<file path="src/rtl/dmem_arbiter_if.sv">
// One requester's view of the shared data memory: request bus in, grant and tagged read return out.
// master = requester side, slave = arbiter side.
interface dmem_arbiter_if;
  logic        req;
  logic [3:0]  we;
  logic [31:0] addr;
  logic [31:0] wdata;
  logic        gnt;
  logic        rvalid;
  logic [31:0] rdata;

  modport master (output req, we, addr, wdata, input gnt, rvalid, rdata);
  modport slave  (input req, we, addr, wdata, output gnt, rvalid, rdata);
endinterface

</file>
<file path="src/rtl/dmem_arbiter.sv">
// Two-port arbiter for a 4-lane byte-enabled data memory: same-cycle grant, read data after RD_LAT cycles.
// Requesters hold their request until gnt; port 1 can lock the memory for bursts and is never starved.
module dmem_arbiter #(
  parameter int RD_LAT   = 1,
  parameter int CPU_PRIO = 1,
  parameter int MAX_WAIT = 8
) (
  input  logic        i_clk,
  input  logic        i_rst_n,
  dmem_arbiter_if.slave p0_if,
  dmem_arbiter_if.slave p1_if,
  input  logic        i_lock1,
  output logic [31:0] o_mem_addr,
  output logic [31:0] o_mem_wdata,
  output logic [3:0]  o_mem_wren,
  input  logic [31:0] i_mem_rdata
);

  typedef enum logic [1:0] {ST_IDLE, ST_P0, ST_P1, ST_P1_LOCK} state_t;

  localparam logic [7:0] LP_MAX_WAIT = 8'(MAX_WAIT);

  state_t              r_state;
  state_t              w_state_nxt;
  logic                r_last_gnt;
  logic [7:0]          r_wait_cnt;
  logic [7:0]          w_wait_nxt;
  logic                w_gnt0;
  logic                w_gnt1;
  logic                w_rd;
  logic [RD_LAT-1:0]   r_tag_vld;
  logic [RD_LAT-1:0]   r_tag_port;
  logic                w_ret0;
  logic                w_ret1;

  always_comb begin
    w_gnt0      = 1'b0;
    w_gnt1      = 1'b0;
    w_state_nxt = ST_IDLE;
    if (i_rst_n) begin
      // An active lock overrides both priority and the starvation counter.
      if (r_state == ST_P1_LOCK && p1_if.req && i_lock1) begin
        w_gnt1 = 1'b1;
      end else if (p0_if.req && p1_if.req) begin
        if (CPU_PRIO != 0) begin
          w_gnt1 = (r_wait_cnt == LP_MAX_WAIT);
        end else begin
          w_gnt1 = ~r_last_gnt;
        end
        w_gnt0 = ~w_gnt1;
      end else begin
        w_gnt0 = p0_if.req;
        w_gnt1 = p1_if.req;
      end

      if (w_gnt1) begin
        w_state_nxt = i_lock1 ? ST_P1_LOCK : ST_P1;
      end else if (w_gnt0) begin
        w_state_nxt = ST_P0;
      end
    end
  end

  always_comb begin
    w_wait_nxt = r_wait_cnt;
    if (!p1_if.req || w_gnt1) begin
      w_wait_nxt = 8'd0;
    end else if (r_wait_cnt != LP_MAX_WAIT) begin
      w_wait_nxt = r_wait_cnt + 8'd1;
    end
  end

  always_comb begin
    o_mem_addr  = 32'd0;
    o_mem_wdata = 32'd0;
    o_mem_wren  = 4'd0;
    if (w_gnt0) begin
      o_mem_addr  = p0_if.addr;
      o_mem_wdata = p0_if.wdata;
      o_mem_wren  = p0_if.we;
    end else if (w_gnt1) begin
      o_mem_addr  = p1_if.addr;
      o_mem_wdata = p1_if.wdata;
      o_mem_wren  = p1_if.we;
    end
  end

  assign w_rd = (w_gnt0 && p0_if.we == 4'd0) || (w_gnt1 && p1_if.we == 4'd0);

  always_ff @(posedge i_clk) begin
    if (!i_rst_n) begin
      r_state    <= ST_IDLE;
      r_last_gnt <= 1'b1;
      r_wait_cnt <= 8'd0;
      r_tag_vld  <= '0;
      r_tag_port <= '0;
    end else begin
      r_state    <= w_state_nxt;
      r_wait_cnt <= w_wait_nxt;
      if (w_gnt0 || w_gnt1) begin
        r_last_gnt <= w_gnt1;
      end
      for (int k = RD_LAT - 1; k > 0; k--) begin
        r_tag_vld[k]  <= r_tag_vld[k-1];
        r_tag_port[k] <= r_tag_port[k-1];
      end
      r_tag_vld[0]  <= w_rd;
      r_tag_port[0] <= w_gnt1;
    end
  end

  // Returned data is passed straight through from the memory in the tag's exit cycle.
  assign w_ret0 = i_rst_n && r_tag_vld[RD_LAT-1] && !r_tag_port[RD_LAT-1];
  assign w_ret1 = i_rst_n && r_tag_vld[RD_LAT-1] &&  r_tag_port[RD_LAT-1];

  assign p0_if.gnt    = w_gnt0;
  assign p1_if.gnt    = w_gnt1;
  assign p0_if.rvalid = w_ret0;
  assign p1_if.rvalid = w_ret1;
  assign p0_if.rdata  = w_ret0 ? i_mem_rdata : 32'd0;
  assign p1_if.rdata  = w_ret1 ? i_mem_rdata : 32'd0;

endmodule

</file>
<file path="src/flat_wrapper.sv">
// flat-port wrapper written by rule: the top's interface ports become plain ports
module dmem_arbiter_flat 
#(
  parameter int RD_LAT   = 1,
  parameter int CPU_PRIO = 1,
  parameter int MAX_WAIT = 8
)
  (i_clk, i_rst_n, i_lock1, o_mem_addr, o_mem_wdata, o_mem_wren, i_mem_rdata, p0_if_req, p0_if_we, p0_if_addr, p0_if_wdata, p0_if_gnt, p0_if_rvalid, p0_if_rdata, p1_if_req, p1_if_we, p1_if_addr, p1_if_wdata, p1_if_gnt, p1_if_rvalid, p1_if_rdata);
  dmem_arbiter_if p0_if_i ();
  dmem_arbiter_if p1_if_i ();
  input  logic i_clk;
  input  logic i_rst_n;
  input  logic i_lock1;
  output logic [31:0] o_mem_addr;
  output logic [31:0] o_mem_wdata;
  output logic [3:0] o_mem_wren;
  input  logic [31:0] i_mem_rdata;
  input wire logic [$bits(p0_if_i.req)-1:0] p0_if_req;
  input wire logic [$bits(p0_if_i.we)-1:0] p0_if_we;
  input wire logic [$bits(p0_if_i.addr)-1:0] p0_if_addr;
  input wire logic [$bits(p0_if_i.wdata)-1:0] p0_if_wdata;
  output wire logic [$bits(p0_if_i.gnt)-1:0] p0_if_gnt;
  output wire logic [$bits(p0_if_i.rvalid)-1:0] p0_if_rvalid;
  output wire logic [$bits(p0_if_i.rdata)-1:0] p0_if_rdata;
  input wire logic [$bits(p1_if_i.req)-1:0] p1_if_req;
  input wire logic [$bits(p1_if_i.we)-1:0] p1_if_we;
  input wire logic [$bits(p1_if_i.addr)-1:0] p1_if_addr;
  input wire logic [$bits(p1_if_i.wdata)-1:0] p1_if_wdata;
  output wire logic [$bits(p1_if_i.gnt)-1:0] p1_if_gnt;
  output wire logic [$bits(p1_if_i.rvalid)-1:0] p1_if_rvalid;
  output wire logic [$bits(p1_if_i.rdata)-1:0] p1_if_rdata;
  assign p0_if_i.req = p0_if_req;
  assign p0_if_i.we = p0_if_we;
  assign p0_if_i.addr = p0_if_addr;
  assign p0_if_i.wdata = p0_if_wdata;
  assign p0_if_gnt = p0_if_i.gnt;
  assign p0_if_rvalid = p0_if_i.rvalid;
  assign p0_if_rdata = p0_if_i.rdata;
  assign p1_if_i.req = p1_if_req;
  assign p1_if_i.we = p1_if_we;
  assign p1_if_i.addr = p1_if_addr;
  assign p1_if_i.wdata = p1_if_wdata;
  assign p1_if_gnt = p1_if_i.gnt;
  assign p1_if_rvalid = p1_if_i.rvalid;
  assign p1_if_rdata = p1_if_i.rdata;
  dmem_arbiter #(.RD_LAT(RD_LAT), .CPU_PRIO(CPU_PRIO), .MAX_WAIT(MAX_WAIT)) u_core (.i_clk(i_clk), .i_rst_n(i_rst_n), .p0_if(p0_if_i), .p1_if(p1_if_i), .i_lock1(i_lock1), .o_mem_addr(o_mem_addr), .o_mem_wdata(o_mem_wdata), .o_mem_wren(o_mem_wren), .i_mem_rdata(i_mem_rdata));
endmodule
</file>
<file path="config.mk">
export PLATFORM = sky130hd
export DESIGN_NAME = dmem_arbiter_flat
export DESIGN_NICKNAME = d
export VERILOG_FILES = /design/src/rtl/dmem_arbiter_if.sv /design/src/rtl/dmem_arbiter.sv /design/src/flat_wrapper.sv
export SDC_FILE = /design/constraint.sdc
export NUM_CORES = 1
export LEC_CHECK = 0
export CAP_MARGIN = 30
export CORE_AREA = 2 2 119 121
export DETAILED_ROUTE_END_ITERATION = 8
export DIE_AREA = 0 0 121 123
export PLACE_DENSITY = 0.61
export SYNTH_ARGS = -nofsm -noshare
export SYNTH_HDL_FRONTEND = slang
export SYNTH_SLANG_ARGS = --single-unit
</file>
<file path="constraint.sdc">
create_clock -name i_clk -period 1.95 [get_ports i_clk]
set_input_delay 0.2925 -clock i_clk [delete_from_list [all_inputs] [get_ports i_clk]]
set_output_delay 0.2925 -clock i_clk [all_outputs]
set_load 0.02 [all_outputs]
</file>
# Yosys cells after proc, flatten, opt, wreduce, memory -nomap -nowiden
# Cells that the tools add are included.
# Widths: inputs -> output; s select.
# totals
out_inout_bits,136
regBits,12
# op_classes
n_reduce_logical,15
eq_ne,3
addsub,1
bitwise_logic,2
n_mux,22
# op_table
op,count
$mux 32,6
$mux 1,13
$add 8x1->8 const B,1
$eq 8x4->1 const B,1
$logic_and 1x1->1,8
$logic_not 4->1,2
$mux 4,2
$ne 8x4->1 const B,1
$eq 2x2->1 const B,1
$logic_not 1->1,2
$logic_or 1x1->1,2
$mux 2,1
$not 1->1,2
$reduce_or 2->1,1

# Logic depth before layout (Yosys ltp)
# depth
depth_word,12
depth_mapped,7
depth_no_buf,5

# Least setup slack after synthesis
# No wires, ideal clock.
# synth_path
path_kind,reg2out
start,register u_core.r_wait_cnt[5]
end,output o_mem_wdata[27]
path_stages_with_launch,6
arrival_ns,1.608
path_buffers,1
setup_slack_ns,0.049
cell_sequence,dfxtp_1 nor4_4 nand4b_4 a31oi_4 buf_6 a22o_1
# synth_between
elab_chain_len,10
elab_cells_between_ends,15
# synth_lines
element,line_no,source
from (decl),dmem_arbiter.sv:26,logic [7:0] r_wait_cnt;
from (signal assigned),dmem_arbiter.sv:99,r_wait_cnt <= w_wait_nxt;
$eq 8x4->1,dmem_arbiter.sv:46,w_gnt1 = (r_wait_cnt == LP_MAX_WAIT);
$mux 1,dmem_arbiter.sv:44,end else if (p0_if.req && p1_if.req) begin
$mux 1,dmem_arbiter.sv:42,if (r_state == ST_P1_LOCK && p1_if.req && i_lock1) begin
$mux 1,dmem_arbiter.sv:40,if (i_rst_n) begin
$mux 1,dmem_arbiter.sv:44,
$mux 1,dmem_arbiter.sv:42,
$mux 1 (2 in series),dmem_arbiter.sv:40,
net p1_if_gnt,flat_wrapper.sv:29,output wire logic [$bits(p1_if_i.gnt)-1:0] p1_if_gnt;
$mux 32,dmem_arbiter.sv:81,end else if (w_gnt1) begin
$mux 32,dmem_arbiter.sv:77,if (w_gnt0) begin
to (decl),flat_wrapper.sv:15,output logic [31:0] o_mem_wdata;
# The timed path passes the listed nets, and every way through them passes these cells. The select of a mux whose other input is x is not followed.

# Worst setup path in the final report
# layout_path
start,register u_core.r_wait_cnt[2]
end,output o_mem_addr[12]
# layout_between
elab_chain_len,10
elab_cells_between_ends,15
# layout_lines
element,line_no,source
$eq 8x4->1 *,dmem_arbiter.sv:46,
$mux 1 *,dmem_arbiter.sv:44,
$mux 1 *,dmem_arbiter.sv:42,
$mux 1 *,dmem_arbiter.sv:40,
$mux 1 / $not 1->1 (equally long branches),"dmem_arbiter.sv:44, dmem_arbiter.sv:50",
"$mux 1, on equally long branches","dmem_arbiter.sv:42, dmem_arbiter.sv:44",
"$mux 1, on equally long branches","dmem_arbiter.sv:40, dmem_arbiter.sv:42",
$mux 1,dmem_arbiter.sv:40,
$mux 32 / $mux 1 (equally long branches),"dmem_arbiter.sv:81, dmem_arbiter.sv:40",
$mux 32 *,dmem_arbiter.sv:77,
to (decl),flat_wrapper.sv:14,output logic [31:0] o_mem_addr;
# Mark *: on every way between the ends. The rest lies on a longest branch, timed or not. The select of a mux whose other input is x is not followed.

==> metrics.txt <==
largest cells by area after synthesis a22o_1 (35%), and2_1 (23%), dfxtp_1 (14%); die area approximately 15,000 µm²; All-Layer GR Usage a little over an eighth; DR top layer met4; worst setup path end o_mem_addr[12]; CP max stage delay about 0.33 ns; Wirelength per Cell 16.27 µm; syn nets approximately 390; Initial Utilization approximately 13%; final setup vio count 70; Vias/cell slightly above 4; pin count of the biggest net entering global routing 34; CTS tree yes; DRT Pass-1 Iters 4; RR Startpoint u_core.r_wait_cnt[2]; placed insts around 700; Synth area leader a22o_1; WP data required about 1.7 ns; Clk Latency, worst-skew pair 0.24 ns; area of the core 13,610 µm²; 1st-iter DRT viols 49; Port Buffer Count 308; cell count after synthesis 210; global-route wire length before repair between 15,000 and 20,000 µm; clock-pin slew on the worst setup and hold paths roughly 0.050 ns; CP bufs+invs 4; Setup Crit Path Kind register to primary output; startpoint types register; crit path cell chain nor4_4 > nand4b_4 > a31oi_4 > buf_6 > buf_12 > buf_16 > a22o_1 > buf_6; fill cell count between 1,000 and 1,500; syn avg cell area around 8.3 µm²; Layout Nets just over 700; RR Endpoint u_core.r_tag_vld; Worst path depth 8; placed wire-length estimate a little over 9000 µm; mapped cell area 1747 µm²; layout cells sized above 1 between 20% and 30%; Hold Crit Class register to register; WL met1 ~4200 µm; failing checks negative setup slack; Slew Limit Headroom between 70% and 80%; drt total wl approximately 12,000 µm; period utilization 114.2%; ant diodes 0; Die Span Y roughly 120 µm; leakage power 2.541 nW; clock buffer depth 2; Power Dens Cells about 300 nW/µm²; Met3 Wirelength just under 900 µm; Fin. Hold Viols 0; FF-to-FF path depth 5; register area share after synthesis between 10 and 15%; vias in the first global route slightly below 3,000; gp weighted congestion 0.8620; post-synthesis register bit count 12; DRC violations left 0; CTS Buf Count 3; H-tree depth 1; RSZ-0062 raised after global routing true; Critical-path top delay cell dfxtp_2; Critical path origin u_core.r_wait_cnt[2]; post-route antenna net violation count 0; Period minus WS final roughly 2.2 ns; final worst slack -0.2770 ns; met2 wire len between 6000 and 7000 µm; max-slew violations 0; final cell count without fillers a little over 700; CP top delay family buffers and inverters; Die Wd 121 µm; maximum vdd drop between 0.0003 and 0.0004 V; cell mode on critical path buf_6; grt ovf 0; Final Util around two fifths; Worst Tran Pin Value approximately 0.35 ns; Clock Skew roughly 0.0052 ns; hold_sp u_core.r_wait_cnt[0]; Fmax achieved 0.4490 GHz; vias about 3,000; critical path fanouts, max 7; yosys warns 0; reg-to-reg slack, setup roughly 0.32 ns; Boundary Pins 309; Hold-fix buffers, CTS 0; Max Cap Viol 0; final hold slack roughly 0.55 ns; Rows 43; area added between synthesis and finish 196.8%; worst slack, placed -0.6644 ns; Netlist cell types 21; Clock Tree Root clkbuf_16; Arr. time, crit path 1.93 ns; CTS sink cnt 12; Synth top area share 34.60%; outcome finished with violations; initial antenna violation count 1; Crit. End Element primary output
-- cells by family after synthesis --
logic type,count (synthesis),share of synthesized area (%)
fa+ha+maj,2,1.432
flops,12,13.75
xor+xnor,6,3.009
buf+inv,25,11.82
simple gates,90,32.02
compound gates,75,37.97
-- layout by cell type (no fill, tap or decap), types with 2 or more instances in the layout --
cell / synthesis / routed
a22o_1: 69 / 69
clkdlybuf4s50_1: 0 / 171
dfxtp_2: 0 / 2
clkbuf_2: 0 / 10
nand3_1: 7 / 6
a31oi_1: 2 / 2
buf_6: 15 / 30
xor2_1: 5 / 5
and2_1: 65 / 65
dlygate4sd2_1: 0 / 66
and3_1: 3 / 3
buf_4: 0 / 44
buf_2: 0 / 4
clkbuf_16: 0 / 4
buf_12: 0 / 6
dfxtp_1: 12 / 10
buf_16: 0 / 4
ha_1: 2 / 2
nor2_1: 9 / 9
inv_1: 4 / 4
nand2_1: 2 / 2
nor4_1: 2 / 2
-- what timing repair did --
action / in CTS / in global routing
setup buffers: 6 / 1
setup endpoints to repair: 136 / 71
gates resized for setup: 306 / 127
hold endpoints to repair: 0 / 0
pin swaps: 0 / 27
gates cloned: 4 / 1
-- where the power goes --
part	internal (W)	total [W]	switching (W)
clock network	0.000310	0.000419	0.000109
registers	0.000251	0.000253	0.00000211
logic	0.000540	0.000866	0.000326
total	0.00110	0.00154	0.000437
-- tightest hold or removal path: stages, from the launching register on --
cell     delay [ns]
dfxtp_1        0.33
buf_4          0.13
nor2_1         0.04
-- flip-flops by register name, summed over array words and instances, names as in the netlist --
name / count
u_core.r_state: 2
u_core.r_tag_port: 1
u_core.r_tag_vld: 1
u_core.r_wait_cnt: 8
-- layer usage --
metal | global-route usage [%] | vias to the layer above
met4 | 3.052 | 0
met3 | 2.768 | 12
met1 | 14.14 | 1386
met2 | 28.05 | 138
li1 | - | 1421
met5 | 0 | -
-- cell type report --
type,count,area [µm²],share of cell area (%)
inverters,4,15.01,0.2896
clock buffers,4,88.84,1.713
multi-input cells,173,1306,25.19
well taps,180,225.2,4.344
repair buffers,338,3307,63.78
flip-flops and latches,12,242.7,4.681
-- synth_stat cells --
master    number
a21o_1         1
a22o_1        69
a31oi_1        2
a31oi_4        1
and2_1        65
and3_1         3
buf_6         15
clkbuf_1       6
dfxtp_1       12
ha_1           2
inv_1          4
nand2_1        2
nand3_1        7
nand4b_4       1
nor2_1         9
nor4_1         2
nor4_4         1
o211a_1        1
o21a_1         1
xnor2_1        1
xor2_1         5
-- through the flow --
stage | total power [W] | setup TNS [ns] | instance area, µm²
2_1_floorplan | 0.0005385 | 0 | 1747
3_3_place_gp | 0.001095 | -69.10 | 5077
3_5_place_dp | 0.001101 | -70.39 | 5077
4_1_cts | 0.001527 | -29.92 | 5213
5_1_grt | 0.001599 | -22.82 | 5185
6_report | 0.001538 | -16.53 | 5185
-- worst min-delay path by stage --
stage | endpoint | slack (ns) | depth (start not counted)
3_3_place_gp | u_core.r_wait_cnt[0] | 0.52 | 2
6_report | u_core.r_wait_cnt[0] | 0.55 | 2
2_1_floorplan | u_core.r_state[1] | 0.40 | 1
3_5_place_dp | u_core.r_wait_cnt[4] | 0.53 | 2
4_1_cts | u_core.r_wait_cnt[0] | 0.54 | 2
5_1_grt | u_core.r_wait_cnt[0] | 0.57 | 2
Note: power is estimated with default switching activity, not from simulation.
